===== config.mk =====
export PLATFORM = sky130hd
export DESIGN_NAME = check_node_serial
export DESIGN_NICKNAME = d
export VERILOG_FILES = /design/src/rtl/check_node_serial.sv
export SDC_FILE = /design/constraint.sdc
export NUM_CORES = 1
export LEC_CHECK = 0
export ABC_CLOCK_PERIOD_IN_PS = 4100
export CAP_MARGIN = 20
export CORE_ASPECT_RATIO = 1.1
export CORE_MARGIN = 5
export CORE_UTILIZATION = 40
export DETAILED_ROUTE_END_ITERATION = 10
export PLACE_DENSITY_LB_ADDON = 0.2
export SYNTH_ARGS = -nofsm -noshare
export SYNTH_HDL_FRONTEND = slang
export SYNTH_SLANG_ARGS = --single-unit

===== constraint.sdc =====
create_clock -name clk -period 4.1 [get_ports clk]
set_input_delay 1.23 -clock clk [delete_from_list [all_inputs] [get_ports clk]]
set_output_delay 1.23 -clock clk [all_outputs]
set_load 0.02 [all_outputs]

===== src/rtl/check_node_serial.sv =====
// Serial min-sum / offset-min-sum LDPC check node.
// Accumulates one frame of Q messages, then emits one R message per edge in arrival order.
module check_node_serial #(
  parameter int DEG    = 6,
  parameter int PREC   = 4,
  parameter int OFFSET = 0
) (
  input  logic            clk,
  input  logic            rst,
  input  logic            q_valid,
  input  logic [PREC-1:0] q_data,
  input  logic            q_last,
  output logic            q_ready,
  output logic            r_valid,
  output logic [PREC-1:0] r_data,
  output logic            r_last,
  input  logic            r_ready,
  output logic            deg_err
);

  localparam int MW = PREC - 1;
  localparam int CW = $clog2(DEG + 1);
  localparam logic [MW-1:0] MAX_MAG = '1;
  localparam logic [MW-1:0] OFF     = MW'(OFFSET);

  typedef enum logic {ACCUM, EMIT} state_t;

  state_t          state;
  logic [CW-1:0]   cnt;
  logic [CW-1:0]   n_len;
  logic [DEG-1:0]  signs;
  logic            sign_prod;
  logic [MW-1:0]   min1;
  logic [MW-1:0]   min2;
  logic [CW-1:0]   min_idx;

  logic            q_fire;
  logic            r_fire;
  logic            frame_end;
  logic            q_sign;
  logic [PREC-1:0] q_neg;
  logic [MW-1:0]   q_mag;
  logic [MW-1:0]   sel_mag;
  logic [MW-1:0]   out_mag;
  logic            out_neg;
  logic [PREC-1:0] out_val;

  assign q_ready = (state == ACCUM);
  assign r_valid = (state == EMIT);

  assign q_fire    = q_valid && (state == ACCUM);
  assign r_fire    = r_ready && (state == EMIT);
  assign frame_end = q_fire && (q_last || (cnt == CW'(DEG - 1)));

  // The most negative input has no positive twin; clamp its magnitude.
  assign q_sign = q_data[PREC-1];
  assign q_neg  = -q_data;
  assign q_mag  = q_sign ? (q_neg[PREC-1] ? MAX_MAG : q_neg[MW-1:0]) : q_data[MW-1:0];

  assign sel_mag = (cnt == min_idx) ? min2 : min1;
  assign out_mag = (sel_mag > OFF) ? (sel_mag - OFF) : '0;
  assign out_neg = signs[cnt] ^ sign_prod;
  assign out_val = out_neg ? -{1'b0, out_mag} : {1'b0, out_mag};

  // R outputs are decoded purely from registered state, so they hold while stalled.
  assign r_data = (state == EMIT) ? out_val : '0;
  assign r_last = (state == EMIT) && (cnt == n_len - CW'(1));

  // NOTE: asynchronous reset is in the sensitivity list so rst takes effect without a clock edge.
  always_ff @(posedge clk or posedge rst) begin
    if (rst) begin
      state     <= ACCUM;
      cnt       <= '0;
      n_len     <= '0;
      signs     <= '0;
      sign_prod <= 1'b0;
      min1      <= MAX_MAG;
      min2      <= MAX_MAG;
      min_idx   <= '0;
      deg_err   <= 1'b0;
    end else begin
      // NOTE: non-blocking assignments so every register samples the pre-edge values.
      deg_err <= 1'b0;
      case (state)
        ACCUM: begin
          if (q_fire) begin
            signs[cnt] <= q_sign;
            sign_prod  <= sign_prod ^ q_sign;
            if (q_mag < min1) begin
              min2    <= min1;
              min1    <= q_mag;
              min_idx <= cnt;
            end else if (q_mag == min1) begin
              min2 <= q_mag;
            end else if (q_mag < min2) begin
              min2 <= q_mag;
            end
            if (frame_end) begin
              n_len   <= cnt + CW'(1);
              cnt     <= '0;
              state   <= EMIT;
              deg_err <= !q_last;
            end else begin
              cnt <= cnt + CW'(1);
            end
          end
        end
        EMIT: begin
          if (r_fire) begin
            if (r_last) begin
              state     <= ACCUM;
              cnt       <= '0;
              sign_prod <= 1'b0;
              min1      <= MAX_MAG;
              min2      <= MAX_MAG;
              min_idx   <= '0;
            end else begin
              cnt <= cnt + CW'(1);
            end
          end
        end
        default: state <= ACCUM;
      endcase
    end
  end

endmodule


# ---- After elaboration in Yosys (flattened, before gate mapping)
# Cells that the tools add are included.
dict set report word_totals {
  regBits 24
  word_cells 86
}
dict set report classes {
  bitwise 3
  n_eq_ne 9
  n_lt_le_gt_ge 5
  reduce_logical 13
  n_addsub 4
  mux 43
}
# operator count
set ops {}
lappend ops {{3-bit two-way mux} 20}
lappend ops {{3-bit one-hot mux with 2 select lines} 4}
lappend ops {{1-bit two-way mux} 12}
lappend ops {{3-bit equality test} 3}
lappend ops {{4-bit two-way mux} 2}
lappend ops {{4-bit AND reduction} 2}
lappend ops {{6-bit bitwise mux} 1}
lappend ops {{3-bit less-than comparator} 2}
lappend ops {{2-bit by 1-bit inequality test with 1-bit output (second input constant)} 3}
lappend ops {{3-bit AND reduction} 2}
lappend ops {{1-bit logical AND} 5}
lappend ops {{3-bit by 4-bit less-than comparator with 1-bit output (second input constant)} 1}
lappend ops {{4-bit by 1-bit inequality test with 1-bit output (second input constant)} 1}
lappend ops {{3-bit negator with 4-bit output} 1}
lappend ops {{4-bit negator} 1}
lappend ops {{1-bit one-hot mux with 2 select lines} 2}
lappend ops {{2-bit AND reduction} 2}
lappend ops {{3-bit by 1-bit adder with 3-bit output (second input constant)} 1}
lappend ops {{1-bit binary-select mux with 3-bit select} 1}
lappend ops {{1-bit demux with 3-bit select} 1}
lappend ops {{3-bit equality test (second input constant)} 1}
lappend ops {{3-bit by 1-bit >= comparator with 1-bit output (second input constant)} 1}
lappend ops {{3-bit by 1-bit greater-than comparator with 1-bit output (second input constant)} 1}
lappend ops {{3-bit by 1-bit subtractor with 3-bit output (second input constant)} 1}
lappend ops {{other kinds (5)} 6}

# ---- Longest topological paths before layout
# Gate-level depths: netlist of the first run.
dict set report logic_depth {
  depth_word 9
  ltp_mapped 10
}

# ---- Worst setup path before layout of the first run
# OpenSTA, ideal clock, no wires.
dict set report synth_timing {
  path_type {input to register}
  start {input q_data[0]}
  end {register min2[0]}
  n_path_buf 0
  setup_ns 0.082
  setup_slack_ns 0.583
  path_stages 9
  t_arrival_ns 3.434
  path_cell_list {inv_1 -> ha_1 -> and3b_1 -> a311oi_1 -> ha_1 -> o21a_1 -> or2_2 -> a311oi_4 -> mux2_4}
}
dict set report synth_via {
  elab_chain_cells 8
  elab_cells_between_ends 13
  classes_between {add/sub: 1; order compare: 2; eq/ne: 2; mux: 7; reduce/logical: 1}
}
# element line
set synth_rtl {}
lappend synth_rtl {{start, declared} 11} ;# input logic [PREC-1:0] q_data,
lappend synth_rtl {{4-bit negator} 57} ;# assign q_neg = -q_data;
lappend synth_rtl {{3-bit two-way mux} 58} ;# assign q_mag = q_sign ? (q_neg[PREC-1] ? MAX_MAG : q_neg[MW-1:0]) : q_data[MW-1:0];
lappend synth_rtl {{3-bit two-way mux *} 58}
lappend synth_rtl {{branches (longest 5 deep; another with 3-bit less-than comparator)} n/a}
lappend synth_rtl {{end signal, assigned} 90} ;# min2 <= min1;
lappend synth_rtl {{end signal, assigned} 94} ;# min2 <= q_mag;
lappend synth_rtl {{end signal, assigned} 96} ;# min2 <= q_mag;
lappend synth_rtl {{end, declared} 34} ;# logic [MW-1:0] min2;
# Mark *: on every way between the ends. The select of a mux whose other input is x is not followed.
# A chain may end at the register's enable or synchronous reset.

# ---- Worst setup path after layout of the first run
dict set report layout_timing {
  start {register cnt[1]}
  end {output r_data[2]}
}
dict set report layout_via {
  elab_chain_cells 7
  elab_cells_between_ends 10
  classes_between {add/sub: 1; order compare: 1; eq/ne: 1; mux: 6; bitwise: 1}
}
# element line
set layout_rtl {}
lappend layout_rtl {{start, declared} 29} ;# logic [CW-1:0] cnt;
lappend layout_rtl {{start signal, assigned} 104} ;# cnt <= cnt + CW'(1);
lappend layout_rtl {{start signal, assigned} 118} ;# cnt <= cnt + CW'(1);
lappend layout_rtl {{3-bit equality test} 60} ;# assign sel_mag = (cnt == min_idx) ? min2 : min1;
lappend layout_rtl {{3-bit two-way mux} 60}
lappend layout_rtl {{3-bit by 1-bit greater-than comparator with 1-bit output} 61} ;# assign out_mag = (sel_mag > OFF) ? (sel_mag - OFF) : '0;
lappend layout_rtl {{3-bit two-way mux} 61}
lappend layout_rtl {{3-bit negator with 4-bit output} 63} ;# assign out_val = out_neg ? -{1'b0, out_mag} : {1'b0, out_mag};
lappend layout_rtl {{4-bit two-way mux *} 63}
lappend layout_rtl {{4-bit two-way mux *} 66} ;# assign r_data = (state == EMIT) ? out_val : '0;
lappend layout_rtl {{end, declared} 15} ;# output logic [PREC-1:0] r_data,
# Mark *: on every way between the ends. The rest lies on a longest branch, timed or not. The select of a mux whose other input is x is not followed.

==> impl_metrics.py, run 1 <==
metrics = {
    "power_and_ir_drop": {
        "sequentialPowerShare_pct": 27.5,
        "p_int_mw": 0.937,
        "powerDensity_mw_per_mm2": 847,
        "p_leak_nw": 0.896,
        "combPwrFrac_pct": 62.7,
        "clkPwrFrac_pct": 9.8,
        "vdd_drop_max_v": 0.000256,
        "power_mw": 1.65,
        "p_switching_mw": 0.715,
        "sw_frac_of_total_pct": 43.3,
    },
    "cts": {
        "cts.sinks": 24,
        "htreeDepth": 1,
        "tritoncts": "yes",
        "cts_buffers": 3,
        "cts_root_buf": "clkbuf_8",
        "clk_latency_ns": 0.26,
        "clockBufferDepth": 2,
        "postCtsSetupBuffers": 0,
        "path_clk_slew_ns": 0.08,
    },
    "worst_setup_path": {
        "max_stage_delay_ns": 0.62,
        "critPathMaxFanout": 10,
        "r2r_start": "min1[1]",
        "end_kind": "output port",
        "worstSetupStartpointType": "register",
        "required_ns": 2.87,
        "crit_start": "cnt[1]",
        "crit_arrival_ns": 2.68,
        "critical_path.slowest_cell": "clkdlybuf4s50_1",
        "cp_cell_sequence": "xnor2_1, nand3_1, mux2i_1, ha_1, a2111oi_2, xor2_1, nor2_1, clkdlybuf4s50_1",
        "critical_path_class": "reg -> out",
    },
    "yosys": {
        "syn-num-nets": 187,
        "synth_edf_count": 0,
        "synthArstFlopShare_pct": 100,
        "syn_area_sq_mm": 0.00164,
        "ys_seq_area_share_pct": 37.1,
        "ys_types": 47,
        "yosysTopAreaCellShare_pct": 27.5,
        "synth.avg_cell_area_sq_um": 9.75,
        "synthTopCellsByCount": "dfrtp_1, inv_1, nor2_1",
        "yosysMostFrequentCell": "dfrtp_1",
        "syn_inst": 168,
        "yosysWarningCount": 0,
        "synth-main-ff-cell": "dfrtp_1",
        "yosys.area.top_type": "dfrtp_1",
        "synth-seq-cells": 24,
        "synth.area.top_cells": "dfrtp_1, dfstp_2, ha_1, mux2_2, xnor2_1",
    },
    "floorplan": {
        "start_util_pct": 41.3,
        "pin_count": 17,
        "die_w_um": 71.0,
        "core_sq_mm": 0.00396,
        "dieArea_sq_mm": 0.00548,
        "rows": 24,
        "die_h_um": 77.1,
    },
    "route": {
        "ant_nets": 0,
        "vias_per_cell": 5.35,
        "routedWlPerCell_um": 15.0,
        "drt_iter0_drc": 51,
        "dr.pass1.iters": 4,
        "drcViolationCount": 0,
        "vias": 1295,
        "drt-total-wl_um": 3630,
    },
    "layout": {
        "areaGrowthSynthToFinish_pct": 19.0,
        "n_antenna_cell": 0,
        "final_nets": 210,
        "seq_area_sq_um": 611,
        "multi_input_area_sq_um": 950,
        "drive_above_1_share_pct": 19.5,
        "fillers": 410,
    },
    "place": {
        "dpl_worst_slack_ns": 0.0228,
        "hpwl_um": 2870,
        "gp_congestion": 0.873,
        "io_buffers": 16,
    },
    "timing": {
        "tightest_slew_ns": 0.902,
        "tns_ns": 0,
        "fin_ws_ns": 0.192,
        "grt_setup_unrepaired": "no",
        "setup_viol": 0,
        "slew_viol_final": 0,
        "fin_skew_ns": 0.00171,
        "hold_viol": 0,
        "min_period_ns": 3.91,
        "maxSlewHeadroom_pct": 39.8,
        "finalCritPeriodShare_pct": 95.3,
        "fmax_mhz": 256,
    },
    "global_route": {
        "grt.met1_usage_pct": 18.3,
        "grt.busiest_layer": "met2",
        "grt_max_degree": 25,
        "grt_usage_pct": 14.8,
        "grt_use_met3_pct": 2.75,
        "grt_pass1_wl_um": 6510,
        "antenna_found_initial": 0,
        "use_met2_pct": 25.5,
        "grt-ovfl-total": 0,
        "grt_pass1_vias": 1402,
    },
    "run_status": {
        "status": "completed",
    },
    "hold_path": {
        "holdCritPathClass": "reg -> reg",
        "hp-start": "min1[2]",
    },
    "job": {
        "drv_cap": 0,
    },
}
==> per-stage QoR <==
stage | instances | hold WS, ns | area [sq um] | utilization (%)
finish | 242 | 0.509 | 1950 | 49.2
floorplan | 168 | 0.467 | 1640 | -
CTS | 242 | 0.514 | 1950 | 49.1
global route | 242 | 0.539 | 1950 | 49.2
global placement | 238 | 0.485 | 1890 | 47.7
detailed placement | 238 | 0.496 | 1890 | 47.7
==> metal layers <==
metal	vias to the layer above	share of wire, %	wire length, um
met5	-	0	0
met4	0	1.4	51
met3	4	3.3	119
met2	16	48	1750
met1	637	47	1710
li1	638	-	-
==> cell families (layout without fill, tap and decap cells) <==
| logic type | after synthesis | count (layout) | share of synthesized area [%] |
|---|---|---|---|
| AOI/OAI and AO/OA | 38 | 38 | 17.5 |
| xor gates and xnor gates | 9 | 9 | 5.73 |
| adders and majority gates | 10 | 10 | 7.64 |
| buffers and inverters | 20 | 42 | 4.89 |
| DFF | 24 | 24 | 37.1 |
| muxes | 16 | 16 | 11.1 |
| and+or+nand+nor | 51 | 51 | 16.0 |
==> sequential cells by signal (all words and copies together) (netlist names) <==
| name | count |
|---|---|
| min_idx | 3 |
| signs | 6 |
| sign_prod | 1 |
| n_len | 3 |
| min1 | 3 |
| min2 | 3 |
| r_valid | 1 |
| deg_err | 1 |
| cnt | 3 |
==> power by group through the flow <==
stage | registers (mW) | clock network [mW] | logic, mW
after floorplan | 0.417 | 0 | 0.767
after global placement | 0.453 | 0 | 1.02
after detailed placement | 0.457 | 0 | 1.04
after CTS | 0.453 | 0.166 | 1.04
after global routing | 0.471 | 0.177 | 1.14
final | 0.455 | 0.161 | 1.04
==> cell usage in the layout, fill, tap and decap left out, types with 2 or more instances in the layout <==
cell type	instances
a2bb2oi_1	2
dfrtp_2	2
inv_1	14
and3b_1	2
ha_1	10
nand2_1	12
a22o_1	2
buf_4	7
a211oi_1	2
o21a_1	2
or2_2	3
a22oi_1	2
nor3_1	5
nor2b_1	5
clkbuf_8	4
mux2_2	8
o21ai_0	3
a21oi_1	10
a31oi_1	2
dfstp_2	6
mux2_4	2
a21o_1	2
clkdlybuf4s50_1	16
o21bai_1	2
mux2i_1	5
nor2_1	13
xnor2_1	7
dfrtp_1	16
nand3_1	4
==> repair_timing <==
| item | in CTS | in global routing |
|---|---|---|
| setup endpoints to repair | 0 | 3 |
| hold buffers | 0 | 0 |
| resized for setup | 0 | 2 |
==> final cells by class <==
cell class / count / share of cell area (%)
Timing Repair Buffer: 23 / 10.9
Inverter: 15 / 2.89
Sequential cell: 24 / 31.3
Tap cell: 52 / 3.34
Multi-Input combinational cell: 124 / 48.7
Clock buffer: 4 / 2.82
==> worst max-delay path, delay by kind of cell, from the launching register on <==
family                   cells  cell delay (ns)
buffers and inverters        1             0.62
flip-flops                   1             0.49
AND/OR/NAND/NOR              2             0.31
XOR/XNOR                     2             0.29
AO/OA/AOI/OAI                1             0.25
multiplexers                 1             0.22
adder cells (fa/ha/maj)      1             0.22
==> worst paths after layout <==
check | end | slack, ns | depth (start not counted)
max in group asynchronous | cnt[0] | 2.03 | 2
min | min1[2] | 0.51 | 2
min reg2reg | min1[2] | 0.51 | 2
max | r_data[2] | 0.19 | 8
min in group asynchronous | signs[4] | 1.45 | 2
max reg2reg | min2[0] | 1.83 | 7
Note: power is estimated with default switching activity, not from simulation.
==> inputs of run 2 (changes only) <==
--- a/config.mk
+++ b/config.mk
@@ -11,6 +11,7 @@
 export CORE_MARGIN = 5
 export CORE_UTILIZATION = 40
 export DETAILED_ROUTE_END_ITERATION = 10
+export DONT_BUFFER_PORTS = 1
 export PLACE_DENSITY_LB_ADDON = 0.2
 export SYNTH_ARGS = -nofsm -noshare
 export SYNTH_HDL_FRONTEND = slang
==> run 2 against run 1 <==
Utilization decreased by 5.1 points; final area decreased by 10%; setup slack improved by 0.13 ns; first-iteration DRC count rose by 18%; critical path type unchanged; critical endpoint is now r_data[3].
==> impl_metrics.py, run 2 (synthesis gave the netlist of run 1 again) <==
metrics = {
    "layout": {
        "layout_common_cells": "dfrtp_1, inv_1, nor2_1",
        "layoutNonFillerInstCount": 221,
        "drive_above_1_share_pct": 17.8,
        "top_register": "signs",
        "final_nets": 189,
        "n_antenna_cell": 0,
        "largest_reg_flops": 6,
        "areaGrowthSynthToFinish_pct": 6.80,
        "fillers": 399,
        "final_common_cell": "dfrtp_1",
    },
    "place": {
        "placed_cells": 217,
        "io_buffers": 0,
        "hpwl_um": 2750,
        "dpl_worst_slack_ns": 0.464,
        "gp_congestion": 0.832,
    },
    "route": {
        "vias_per_cell": 5.49,
        "vias": 1213,
        "dr.pass1.iters": 4,
        "drt_iter0_drc": 60,
        "ant_nets": 0,
        "routedWlPerCell_um": 15.6,
        "drcViolationCount": 0,
        "drt-total-wl_um": 3450,
    },
    "floorplan": {
        "die_h_um": 77.1,
        "pin_count": 17,
        "dieArea_sq_mm": 0.00548,
        "rows": 24,
        "core_sq_mm": 0.00396,
        "die_w_um": 71.0,
        "start_util_pct": 41.3,
    },
    "global_route": {
        "antenna_found_initial": 0,
        "grt-ovfl-total": 0,
        "grt_pass1_vias": 1259,
        "grt_usage_pct": 13.9,
        "grt_max_degree": 25,
        "grt_pass1_wl_um": 6140,
    },
    "worst_setup_path": {
        "critical_path_class": "reg -> out",
        "critical_path.slowest_cell": "dfrtp_1",
        "crit_arrival_ns": 2.55,
        "max_stage_delay_ns": 0.70,
        "path_delay_family": "compound AO/OA/AOI/OAI gates",
        "worstSetupStartpointType": "register",
        "end_kind": "output port",
        "critPathBufInv": 0,
        "cp_cell_sequence": "mux2_2, a32o_1, a211oi_1, nand2_1, a31oi_1",
        "required_ns": 2.87,
        "critPathMaxFanout": 15,
    },
    "timing": {
        "slew_viol_final": 0,
        "tightest_slew_ns": 0.928,
        "min_period_ns": 3.78,
        "finalCritPeriodShare_pct": 92.2,
        "fin_skew_ns": 0.00124,
        "maxSlewHeadroom_pct": 38.1,
        "tns_ns": 0,
        "hold_ws_ns": 0.507,
        "hold_viol": 0,
        "fmax_mhz": 264,
        "fin_ws_ns": 0.319,
        "grt_setup_unrepaired": "no",
        "setup_viol": 0,
    },
    "power_and_ir_drop": {
        "p_int_mw": 0.812,
        "sequentialPowerShare_pct": 32.7,
        "combPwrFrac_pct": 56.7,
        "clkPwrFrac_pct": 10.6,
        "vdd_drop_max_v": 0.000255,
        "p_leak_nw": 0.813,
        "sw_frac_of_total_pct": 45.8,
        "powerDensity_mw_per_mm2": 857,
        "power_mw": 1.50,
        "p_switching_mw": 0.686,
    },
    "cts": {
        "tritoncts": "yes",
        "hold_buffers": 0,
        "clk_latency_ns": 0.26,
        "cts_root_buf": "clkbuf_8",
        "postCtsSetupBuffers": 0,
        "clockBufferDepth": 2,
        "htreeDepth": 1,
        "cts.sinks": 24,
        "path_clk_slew_ns": 0.08,
        "cts_resized": 0,
        "cts_buffers": 3,
    },
    "hold_path": {
        "holdCritPathClass": "reg -> reg",
    },
    "run_status": {
        "status": "completed",
    },
    "job": {
        "drv_cap": 0,
    },
}
run 2: changes by cell type in the layout (fill, tap and decap cells not counted), sizes merged:
cell,before,now
clkdlybuf4s50,16,0
buf,7,2
run 2: worst min-delay path, stage by stage, from the launching register on:
cell	delay [ns]
dfstp_2	0.40
inv_1	0.05
a22oi_1	0.06
run 2: power groups by stage:
stage          Combinational, mW  Clock, mW  Sequential, mW
3_5_place_dp               0.860          0           0.493
6_report                   0.849      0.159           0.490
3_3_place_gp               0.839          0           0.490
5_1_grt                    0.949      0.178           0.509
2_1_floorplan              0.767          0           0.417
4_1_cts                    0.864      0.165           0.489
run 2: routing by layer:
layer | GRT usage (%) | up-vias | share of wire (%)
li1 | - | 604 | -
met1 | 17.4 | 589 | 45
met2 | 23.2 | 18 | 49
met3 | 4.05 | 2 | 5.6
met4 | 3.38 | 0 | 0.61
met5 | 0 | - | 0
run 2: worst paths after layout:
kind | slack [ns] | startpoint | cells past startpoint | end
worst max-delay path | 0.32 | cnt[0] | 5 | r_data[3]
worst min-delay path | 0.51 | min1[0] | 2 | min1[0]
worst max register to register | 1.54 | cnt[2] | 4 | min_idx[1]
worst min register to register | 0.51 | min1[0] | 2 | min1[0]
max in group asynchronous | 2.48 | rst | 1 | min_idx[2]
min in group asynchronous | 1.06 | rst | 1 | signs[2]
run 2: final cells by class:
| type | instances | area [sq um] | area share, % |
|---|---|---|---|
| repair buffers | 2 | 15.0 | 0.858 |
| flip-flops and latches | 24 | 608 | 34.8 |
| clock buffers | 4 | 55.1 | 3.15 |
| well taps | 52 | 65.1 | 3.72 |
| inverters | 15 | 56.3 | 3.22 |
| multi-input cells | 124 | 950 | 54.3 |
run 2: stage by stage:
| step | cell area [sq um] | util (%) |
|---|---|---|
| floorplan | 1640 | - |
| global placement | 1690 | 42.7 |
| detailed placement | 1690 | 42.7 |
| CTS | 1750 | 44.1 |
| global route | 1750 | 44.1 |
| finish | 1750 | 44.1 |
